==> config.mk <==
export PLATFORM = sky130hd
export DESIGN_NAME = alu_mul_sequencer
export DESIGN_NICKNAME = d
export VERILOG_FILES = /design/src/rtl/alu_pkg.sv /design/src/rtl/alu_mul_sequencer.sv
export SDC_FILE = /design/constraint.sdc
export NUM_CORES = 1
export LEC_CHECK = 0
export CORE_AREA = 2 2 118 120
export DETAILED_ROUTE_END_ITERATION = 12
export DIE_AREA = 0 0 120 122
export PLACE_DENSITY = 0.84
export REMOVE_ABC_BUFFERS = 1
export SLEW_MARGIN = 20
export SYNTH_ARGS = -nofsm -noshare
export SYNTH_HDL_FRONTEND = slang
export SYNTH_SLANG_ARGS = --single-unit
==> constraint.sdc <==
create_clock -name clk -period 3.3 [get_ports clk]
set_clock_uncertainty 0.05 [all_clocks]
set_input_delay 0.99 -clock clk [delete_from_list [all_inputs] [get_ports clk]]
set_output_delay 0.99 -clock clk [all_outputs]
set_load 0.05 [all_outputs]
==> src/rtl/alu_pkg.sv <==
// Shared ALU package: operation codes used by the ALU, the datapath and the
// multiply sequencer, plus the sequencer state encoding and default width.
package alu_pkg;

    localparam int XLEN_DEFAULT = 32;

    typedef enum logic [3:0] {
        ALU_OP_ADD = 4'b0000,
        ALU_OP_LUI = 4'b1000,
        ALU_OP_ORI = 4'b1001
    } alu_op_e;

    typedef enum logic [1:0] {
        SEQ_IDLE = 2'd0,
        SEQ_RUN  = 2'd1,
        SEQ_DONE = 2'd2
    } seq_state_e;

endpackage

==> src/rtl/alu_mul_sequencer.sv <==
// Multi-cycle 32x32 MUL controller (low word of the product). It borrows the
// shared ALU as an adder and runs one shift-and-add step per cycle.
// Optional build macro ALU_MUL_EARLY_TERM_EN: leave RUN as soon as no set
// multiplier bits remain, instead of always iterating XLEN times.
module alu_mul_sequencer
    import alu_pkg::*;
#(
    parameter int         XLEN       = XLEN_DEFAULT,
    parameter logic [3:0] ALU_ADD_OP = ALU_OP_ADD
) (
    input  logic            clk,
    input  logic            reset,
    input  logic            start_i,
    input  logic [XLEN-1:0] multiplicand_i,
    input  logic [XLEN-1:0] multiplier_i,
    input  logic [XLEN-1:0] alu_result_i,
    output logic            alu_sel_o,
    output logic [3:0]      alu_operation_o,
    output logic [XLEN-1:0] alu_a_o,
    output logic [XLEN-1:0] alu_b_o,
    output logic            busy_o,
    output logic            done_o,
    output logic [XLEN-1:0] product_o
);

    localparam int CW = $clog2(XLEN);
    localparam logic [CW-1:0] LAST_COUNT = CW'(XLEN - 1);

    seq_state_e      state_q, state_d;
    logic [XLEN-1:0] acc_q, acc_d;
    logic [XLEN-1:0] mcand_q, mcand_d;
    logic [XLEN-1:0] mplier_q, mplier_d;
    logic [CW-1:0]   count_q, count_d;
    logic [XLEN-1:0] product_q, product_d;
    logic            alu_sel_q, alu_sel_d;
    logic            busy_q, busy_d;
    logic            done_q, done_d;
    logic            last_iter;

    // Decide whether the current RUN step is the final one.
    always_comb begin
`ifdef ALU_MUL_EARLY_TERM_EN
        last_iter = (count_q == LAST_COUNT) || ((mplier_q >> 1) == '0);
`else
        last_iter = (count_q == LAST_COUNT);
`endif
    end

    // Next-state, shift-register and counter updates for the FSM.
    always_comb begin
        state_d   = state_q;
        acc_d     = acc_q;
        mcand_d   = mcand_q;
        mplier_d  = mplier_q;
        count_d   = count_q;
        product_d = product_q;
        case (state_q)
            SEQ_IDLE: begin
                if (start_i) begin
                    acc_d    = '0;
                    mcand_d  = multiplicand_i;
                    mplier_d = multiplier_i;
                    count_d  = '0;
                    state_d  = SEQ_RUN;
                end
            end
            SEQ_RUN: begin
                acc_d    = alu_result_i;
                mcand_d  = mcand_q << 1;
                mplier_d = mplier_q >> 1;
                count_d  = count_q + CW'(1);
                if (last_iter) begin
                    product_d = alu_result_i;
                    state_d   = SEQ_DONE;
                end
            end
            SEQ_DONE: begin
                state_d = SEQ_IDLE;
            end
            default: begin
                state_d = SEQ_IDLE;
            end
        endcase
    end

    // Status outputs are registered, so derive them from the upcoming state.
    always_comb begin
        alu_sel_d = (state_d == SEQ_RUN);
        busy_d    = (state_d != SEQ_IDLE);
        done_d    = (state_d == SEQ_DONE);
    end

    // State and datapath registers with synchronous reset.
    always_ff @(posedge clk) begin
        if (reset) begin
            state_q   <= SEQ_IDLE;
            acc_q     <= '0;
            mcand_q   <= '0;
            mplier_q  <= '0;
            count_q   <= '0;
            product_q <= '0;
            alu_sel_q <= 1'b0;
            busy_q    <= 1'b0;
            done_q    <= 1'b0;
        end else begin
            state_q   <= state_d;
            acc_q     <= acc_d;
            mcand_q   <= mcand_d;
            mplier_q  <= mplier_d;
            count_q   <= count_d;
            product_q <= product_d;
            alu_sel_q <= alu_sel_d;
            busy_q    <= busy_d;
            done_q    <= done_d;
        end
    end

    // ALU drive: add the partial product only while RUN owns the ALU.
    always_comb begin
        alu_operation_o = ALU_ADD_OP;
        alu_a_o         = '0;
        alu_b_o         = '0;
        if (state_q == SEQ_RUN) begin
            alu_a_o = acc_q;
            alu_b_o = mplier_q[0] ? mcand_q : '0;
        end
    end

    assign alu_sel_o = alu_sel_q;
    assign busy_o    = busy_q;
    assign done_o    = done_q;
    assign product_o = product_q;

endmodule

=== Word level (Yosys, flattened, before mapping) ===
Cells that the tools add are included.

* Register bits after elaboration: 138
* Bits in latches: 0
* Bits in writable memories: 0
* ROM bits: 0
* Word-level logic and storage cells: 34
* Memories: 0

* $add $sub $neg: 1
* Multiply operators: 0
* Div/mod/pow operators: 0
* Magnitude comparators: 0
* Equal/unequal tests: 5
* Shift operators: 0
* Mux-type cells: 14
* Bitwise operators: 0
* Reductions and logical operators: 5

{| class="wikitable"
|+ Operator list
! operator !! number
|-
| $mux 32 || 6
|-
| $pmux 32 s2 || 3
|-
| $pmux 5 s2 || 1
|-
| $add 5x1->5 const B || 1
|-
| $eq 5x5->1 const B || 1
|-
| $mux 5 || 1
|-
| $eq 2x1->1 const B || 2
|-
| $mux 2 || 2
|-
| $pmux 2 s2 || 1
|-
| $reduce_and 2->1 || 2
|-
| $reduce_bool 2->1 || 2
|-
| $eq 2x2->1 const B || 1
|-
| $logic_not 2->1 || 1
|-
| $ne 2x2->1 const B || 1
|}

=== Depth between registers and ports, before layout ===
Gate-level depths: netlist of run 1.

* Depth after elaboration: 4
* Gate-level depth with buffers: 8

=== Worst setup path after synthesis of run 1 ===
No wires, ideal clock.

* Path kind: register to output
* From: reg state_q[0]
* To: out alu_b_o[10]
* Data arrival time: 1.384 ns
* Path slack: 0.876 ns
* Stages on the path, launching flop included: 5
* Path buffers: 2
* Cells stage by stage: dfxtp_1 -> and2b_1 -> buf_4 -> clkbuf_1 -> and3_1

* Word-level cells in the longest chain between the ends: 2

{| class="wikitable"
|+ Ends and longest elaborated chain
! element !! RTL line !! text
|-
| start: declaration || alu_mul_sequencer.sv:29 || <nowiki>seq_state_e state_q, state_d;</nowiki>
|-
| start signal: assignment || alu_mul_sequencer.sv:106 || <nowiki>state_q <= state_d;</nowiki>
|-
| $eq 2x1->1 || alu_mul_sequencer.sv:123 || <nowiki>if (state_q == SEQ_RUN) begin</nowiki>
|-
| $mux 32 || alu_mul_sequencer.sv:123 ||
|-
| end: declaration || alu_mul_sequencer.sv:20 || <nowiki>output logic [XLEN-1:0] alu_b_o,</nowiki>
|}

Every way passes these cells.

=== Worst setup path after layout of run 1 ===
* From: reg state_q[1]
* To: out alu_a_o[16]

* Word-level cells in the longest chain between the ends: 2

{| class="wikitable"
|+ Ends and longest elaborated chain
! element !! RTL line !! text
|-
| $eq 2x1->1 || alu_mul_sequencer.sv:123 ||
|-
| $mux 32 || alu_mul_sequencer.sv:123 ||
|-
| end: declaration || alu_mul_sequencer.sv:19 || <nowiki>output logic [XLEN-1:0] alu_a_o,</nowiki>
|}

Every way passes these cells.

==> results.txt, run 1 <==
The run finished with clean final reports. During placement, the flow inserted port buffers numbering 197. The highest clock frequency the design can meet is 341 MHz. The mux cell area share after synthesis is 0. The warning count from the yosys run came out at 0. The via count of the first global-routing pass came out at 5747. The sequential share of the synthesized area came out at 0.417.

By count the netlist is led by sky130_fd_sc_hd__dfxtp_1 (138), sky130_fd_sc_hd__nor2_1 (102), sky130_fd_sc_hd__a21oi_1 (95). In this run the tightest slew margin relative to its limit is 0.465. The area of the core region came out at 0.0135 sq mm.

STA classifies the critical path endpoint as an output pin. The post-detailed-route DRC marker count came out at 0. The layout overhead on the synthesized area is 47.9%. The highest cell delay on the worst timing path is 410 ps. The horizontal die dimension came out at 120 microns. The initial core utilization is 0.491. The synthesized netlist occupies a cell area of 0.00663 sq mm.

The overall overflow remaining after global route came out at 0. The tree is rooted in a sky130_fd_sc_hd__clkbuf_16. TritonCTS built the clock tree.

The count of maximum capacitance violations is 0. The floorplan step defined a die boundary enclosing 0.0146 sq mm. The number of placement rows came out at 43. Summed over all nets, wire length on met3 after detailed routing comes to 1.57 mm. Among all cell types in the netlist, the one instantiated most often is sky130_fd_sc_hd__dfxtp_1. The number of enable flip-flop cells after synthesis is 0.

Post-CTS timing repair inserted 0 buffers for setup. The CTS H-tree depth came out at 4. The maximum vdd ir drop came out at 0.387 mV. The slew at the pin closest to its max-slew limit is 802 ps. The total via count in the routed design came out at 6004.

The number of nets in the layout came out at 1038. Of the total synthesized cell area, the portion taken by full adders, half adders and majority gates is 0.00377. No sink is reached through more buffers than the 2 on the longest clock path. Summed over all nets, the half-perimeter wirelength after detailed placement is 11.5 mm. The routed via count divided by cell count is 5.31. The path class of the tightest hold or removal check is reg -> reg. Of the post-synthesis cell area, the dominant cell type holds 0.417.

In the detailed route, the total length drawn on met2 is 8.91 mm. After detailed routing, no signal wire sits above met4. The count of boundary I/O pins came out at 202. Of the cells placed in the final design, the portion with a size suffix greater than 1 is 0.189.

The post-synthesis average cell area is 8.46 sq um. The share of the synthesized area in compound gates (AO/OA/AOI/OAI) is 0.121. The summed area of non-filler cells in the final layout came out at 0.00981 sq mm.

The number of cells in the finished layout apart from fillers came out at 1130. The total of cells resized after clock tree synthesis is 0. The post-route core utilization came out at 0.726.

The wire length on met1 is 7.25 mm. The count of cell types in the netlist came out at 29. The latest clock arrival within the worst-skew pair came out at 410 ps. The worst setup path category is reg -> out. The number of nets with antenna violations after routing is 0. The leading area contributor after synthesis is sky130_fd_sc_hd__dfxtp_1.

For this run, the total global-route usage over all layers was measured as 0.245. The count of clock tree sinks came out at 138. The final critical-path required period is 2930 ps.

Of the total synthesized cell area, the portion taken by AND, OR, NAND and NOR gates is 0.394. The iteration count of the initial detailed-routing pass came out at 5. For this design, the CTS-stage hold fixing added 0 buffers. The clock-pin slew on the worst setup and hold paths came out at 50 ps. The worst setup path is launched from a register. The biggest fanout along the worst timing path is 32. By area, the combinational part of the netlist is dominated by simple AND/OR/NAND/NOR gates. The chip height came out at 122 microns. TritonCTS created 17 clock buffers. In this run the power density over the cells is 450 mW/mm^2. The critical path data required time came out at 2260 ps.

The final-report hold violation count is 0. The max-slew violation count is 0. The worst endpoint data arrival time came out at 1890 ps.

The gate count of the mapped netlist is 784. The area share of xor/xnor cells in the synthesized design is 0. The proportion of synthesized flip-flops having asynchronous set or reset is 0. The leakage component of the power is 3.79 nW. Setup repair after global routing left no endpoint under its margin. The violation count after the first detailed-routing iteration came out at 463. The detail-routed net length per standard cell is 15.8 microns.

Once placement completed, the tool counted placed cells totaling 1098. The dominant synthesized flop cell is sky130_fd_sc_hd__dfxtp_1. The share of the clock period used by the worst path after layout came out at 0.889. By area the synthesized netlist is led by sky130_fd_sc_hd__dfxtp_1 (42%), sky130_fd_sc_hd__nor3_2 (8.5%), sky130_fd_sc_hd__a21oi_1 (7.2%). The maximum number of pins on one net before global-route repair came out at 133.

The aggregate routed wire length is 17.9 mm. The slowest stage of the critical path is the sky130_fd_sc_hd__and2b_2 cell. The signal on the critical path passes through and2b_2 -> buf_4 -> and2_1 -> buf_12. The final antenna diode count is 0. The initial antenna violation count is 0.

At the end of routability-driven placement, the weighted congestion stood at 0.772. In this run, synthesis produced a sequential element count of 138. The first global-routing pass estimated 28.8 mm of wire.

The final-report setup violation count is 0. In this run the cell area measured after placement is 0.00922 sq mm.
[registers in the layout, summed over array words and instances (netlist names)]
register,cells
mplier_q,32
count_q,5
product_o,32
busy_o,1
mcand_q,32
acc_q,32
state_q,2
done_o,1
alu_sel_o,1
[metal layers]
metal,up-vias,global-route usage
met3,12,0.0880
met2,189,0.409
met1,2854,0.293
li1,2949,-
met4,0,0.0846
met5,-,0
[stage by stage]
step	power (mW)	setup TNS (ps)	setup slack (ps)	hold WS [ps]
floorplan	2.21	-186470	-1930	404
global placement	2.52	0	669	390
detailed placement	2.54	0	623	397
CTS	4.46	0	339	403
global route	4.60	0	265	425
finish	4.42	0	367	402
[path summary, 6_finish.rpt]
path | from | endpoint | slack, ps | depth (start not counted)
setup / recovery | state_q[1]$_SDFF_PP0_ | alu_a_o[16] | 370 | 4
hold / removal | product_o[1]$_SDFFE_PP0P_ | product_o[1]$_SDFFE_PP0P_ | 400 | 2
setup reg to reg | state_q[1]$_SDFF_PP0_ | acc_q[31]$_SDFFE_PP0P_ | 1330 | 5
hold reg to reg | product_o[1]$_SDFFE_PP0P_ | product_o[1]$_SDFFE_PP0P_ | 400 | 2
[where the power goes]
group          total, mW  internal, mW  switching, mW
sequential          1.81          1.76         0.0528
combinational      0.694         0.342          0.352
clock               1.91          1.22          0.687
total               4.42          3.33           1.09
[cell families after synthesis]
logic type / Yosys count
other: 1
and+or+nand+nor: 426
DFF: 138
buffers and inverters: 79
adders and majority gates: 2
AOI/OAI and AO/OA: 138
[final cells by class]
type | count | area (sq um)
Clock buffer | 24 | 472
Tap cell | 180 | 225
Sequential cell | 138 | 2770
Multi-Input combinational cell | 570 | 3460
Fill cell | 975 | 3700
Clock inverter | 8 | 118
Timing Repair Buffer | 210 | 2770
[cells in the final DEF, fill, tap and decap left out, types with 6 or more instances in the layout]
master,Yosys,routed
sky130_fd_sc_hd__buf_4,16,8
sky130_fd_sc_hd__nor3_2,56,56
sky130_fd_sc_hd__and3_1,33,33
sky130_fd_sc_hd__or3b_1,50,50
sky130_fd_sc_hd__nor2_1,102,102
sky130_fd_sc_hd__nand2_1,65,65
sky130_fd_sc_hd__nand2b_1,63,63
sky130_fd_sc_hd__a22oi_1,36,36
sky130_fd_sc_hd__clkdlybuf4s50_1,0,132
sky130_fd_sc_hd__a21oi_1,95,95
sky130_fd_sc_hd__dfxtp_1,138,136
sky130_fd_sc_hd__clkbuf_16,0,17
sky130_fd_sc_hd__buf_12,0,68
sky130_fd_sc_hd__or3b_2,13,13
sky130_fd_sc_hd__nor3_1,6,6
sky130_fd_sc_hd__and2_1,32,32
[worst max-delay path: cells and delay by family, from the launching register on]
| family | cells | cell delay [ps] |
|---|---|---|
| buffers and inverters | 2 | 510 |
| DFF | 1 | 310 |
| and+or+nand+nor | 2 | 650 |
Note: power is estimated with default switching activity, not from simulation.
==> run 2, diff against run 1 <==
--- a/config.mk
+++ b/config.mk
@@ -5,12 +5,12 @@
 export SDC_FILE = /design/constraint.sdc
 export NUM_CORES = 1
 export LEC_CHECK = 0
-export CORE_AREA = 2 2 118 120
+export CORE_AREA = 2 2 124 114
 export DETAILED_ROUTE_END_ITERATION = 12
-export DIE_AREA = 0 0 120 122
+export DIE_AREA = 0 0 126 116
 export PLACE_DENSITY = 0.84
 export REMOVE_ABC_BUFFERS = 1
-export SLEW_MARGIN = 20
+export SLEW_MARGIN = 5
 export SYNTH_ARGS = -nofsm -noshare
 export SYNTH_HDL_FRONTEND = slang
 export SYNTH_SLANG_ARGS = --single-unit
==> results.txt, run 2 (synthesis results as in run 1) <==
The flow ran to the end, and the final reports show no timing, DRC or antenna violations. The via count of the first global-routing pass came to 5600 (-2.6%). The post-route setup TNS came to 0 ps (unchanged).

The highest clock frequency the design can meet is 338 MHz (-0.83%). The half-perimeter wire length of the detailed placement result is 11.4 mm (-0.95%). The root buffer cell is sky130_fd_sc_hd__clkbuf_16. The area of the die came out at 0.0146 sq mm (-0.16%). The class of the worst hold path is reg -> reg. The global-route usage over all layers is 0.240 (-0.00543). Setup repair after global routing left no endpoint under its margin.

The number of cells after detailed placement came to 1088 (-0.91%). The slew at the pin closest to its max-slew limit is 723 ps (-78.8 ps). The total of cells resized after clock tree synthesis is 0 (unchanged).

The critical path data required time came out at 2260 ps (about the same). The largest buffer count on any clock path came out at 2 (unchanged). The maximum vdd ir drop came out at 0.361 mV (-6.7%). The CTS tree is built.

The chip height is 116 microns (-4.9%). The count of boundary I/O pins is 202 (unchanged). The number of buffers created by CTS came out at 17 (unchanged). The worst setup path is of the reg -> out kind. The initial antenna violation count came out at 0 (unchanged). The post-detailed-route DRC marker count came out at 0 (unchanged). The final-report setup violation count is 0 (unchanged).

The clock-pin slew on the worst setup and hold paths is 60 ps (about the same). The horizontal die dimension was 126 microns (+5.0%). The detail-routed net length per standard cell is 15.8 microns (-0.24%). Leaving out fill and tap cells, the most frequent cell in the layout is sky130_fd_sc_hd__dfxtp_1. The latest clock arrival within the worst-skew pair came out at 410 ps (about the same). The total via count in the routed design came to 6003 (-0.017%).

The count of buffers added by post-CTS timing repair for setup came out at 0 (unchanged). The iteration count of the initial detailed-routing pass is 5 (unchanged). The initial core utilization was 0.502 (+0.0108). The CTS H-tree depth came out at 4 (unchanged). The number of cells in the finished layout apart from fillers is 1118 (-1.1%). The share of the clock period used by the worst path after layout came out at 0.896 (+0.00748). The final critical-path required period came out at 2960 ps (+24.7 ps).

STA classifies the critical path startpoint as a register. The worst endpoint data arrival time came out at 1920 ps (+30 ps). The count of clock tree sinks is 138 (unchanged). Leaving out fill and tap cells, the most frequent cells in the layout are sky130_fd_sc_hd__dfxtp_1 (136), sky130_fd_sc_hd__clkdlybuf4s50_1 (131), sky130_fd_sc_hd__nor2_1 (102).

The global-route wire length before repair came out at 28.3 mm (-1.8%). The power density normalized to cell area is 453 mW/mm^2 (+0.57%). The max-slew violation count is 0 (unchanged). The final-report hold violation count is 0 (unchanged). The number of placement rows is 40 (-7.0%).

STA classifies the critical path endpoint as an output pin. The count of hold buffers inserted by post-cts repair came out at 0 (unchanged). The maximum number of pins on one net before global-route repair came out at 80 (-40%). The count of maximum capacitance violations came out at 0 (unchanged). The layout overhead on the synthesized area is 48.3%. The routability congestion estimate from global placement came out at 0.759 (-1.7%). The final antenna diode count came to 0 (unchanged). The number of nets with antenna violations after routing was 0 (unchanged). The normalized max-slew margin is 0.518 (+0.0525). The routed via count divided by cell count came out at 5.37 (+1.1%). The area of the core region is 0.0132 sq mm (-2.2%). The leakage component of the power was 3.80 nW (+0.41%).

The total of fill cells in the finished design is 928 (-4.8%). The quantity of I/O buffers inserted on ports is 197 (unchanged). The aggregate routed wire length came to 17.7 mm (-1.3%). The number of nets in the layout came out at 1040 (+0.19%). The share of cells above drive strength 1 is 0.194 (+0.00421). The biggest fanout along the worst timing path is 46 (+44%). The overall overflow remaining after global route is 0 (unchanged). The violation count after the first detailed-routing iteration is 512 (+11%).
[run 2: final cells by class]
cell class                 instances  area [sq um]  share of cell area
multi-input combinational        570          3470               0.353
timing repair buffer             212          2780               0.283
sequential                       138          2770               0.281
clock buffer                      23           488              0.0496
tap                              168           210              0.0214
clock inverter                     7           115              0.0117
[run 2: worst paths after layout]
check / startpoint / endpoint / depth (start not counted) / slack, ps
setup reg to reg: state_q[0]$_SDFF_PP0_ / acc_q[11]$_SDFFE_PP0P_ / 6 / 1010
hold reg to reg: product_o[12]$_SDFFE_PP0P_ / product_o[12]$_SDFFE_PP0P_ / 2 / 400
setup / recovery: state_q[1]$_SDFF_PP0_ / alu_b_o[0] / 4 / 340
hold / removal: product_o[12]$_SDFFE_PP0P_ / product_o[12]$_SDFFE_PP0P_ / 2 / 400
[run 2: where the power goes]
part	internal [mW]	switching (mW)	leakage, nW
clock	1.26	0.683	0.291
sequential	1.76	0.0485	1.13
combinational	0.345	0.360	2.38
[run 2: worst max-delay path, cell delays in order, from the launching register on]
cell and delay (ps):
sky130_fd_sc_hd__dfxtp_2 320, sky130_fd_sc_hd__and2b_2 520, sky130_fd_sc_hd__buf_12 270, sky130_fd_sc_hd__and3_1 230, sky130_fd_sc_hd__buf_12 150
[run 2: routing by layer]
layer / GRT usage / part of all wire
met1: 0.301 / 0.42
met5: 0 / 0
met2: 0.409 / 0.50
met4: 0.0945 / 0.028
met3: 0.0503 / 0.047
[run 2: metrics by stage]
| stage | setup slack (ps) | utilization | hold WS (ps) | total power, mW | cell area, sq um |
|---|---|---|---|---|---|
| finish | 342 | 0.744 | 401 | 4.45 | 9830 |
| global route | 246 | 0.744 | 421 | 4.62 | 9830 |
| CTS | 330 | 0.744 | 403 | 4.49 | 9830 |
| detailed placement | 782 | 0.699 | 395 | 2.55 | 9230 |
| global placement | 805 | 0.699 | 392 | 2.53 | 9230 |
| floorplan | -1930 | - | 404 | 2.21 | 6220 |
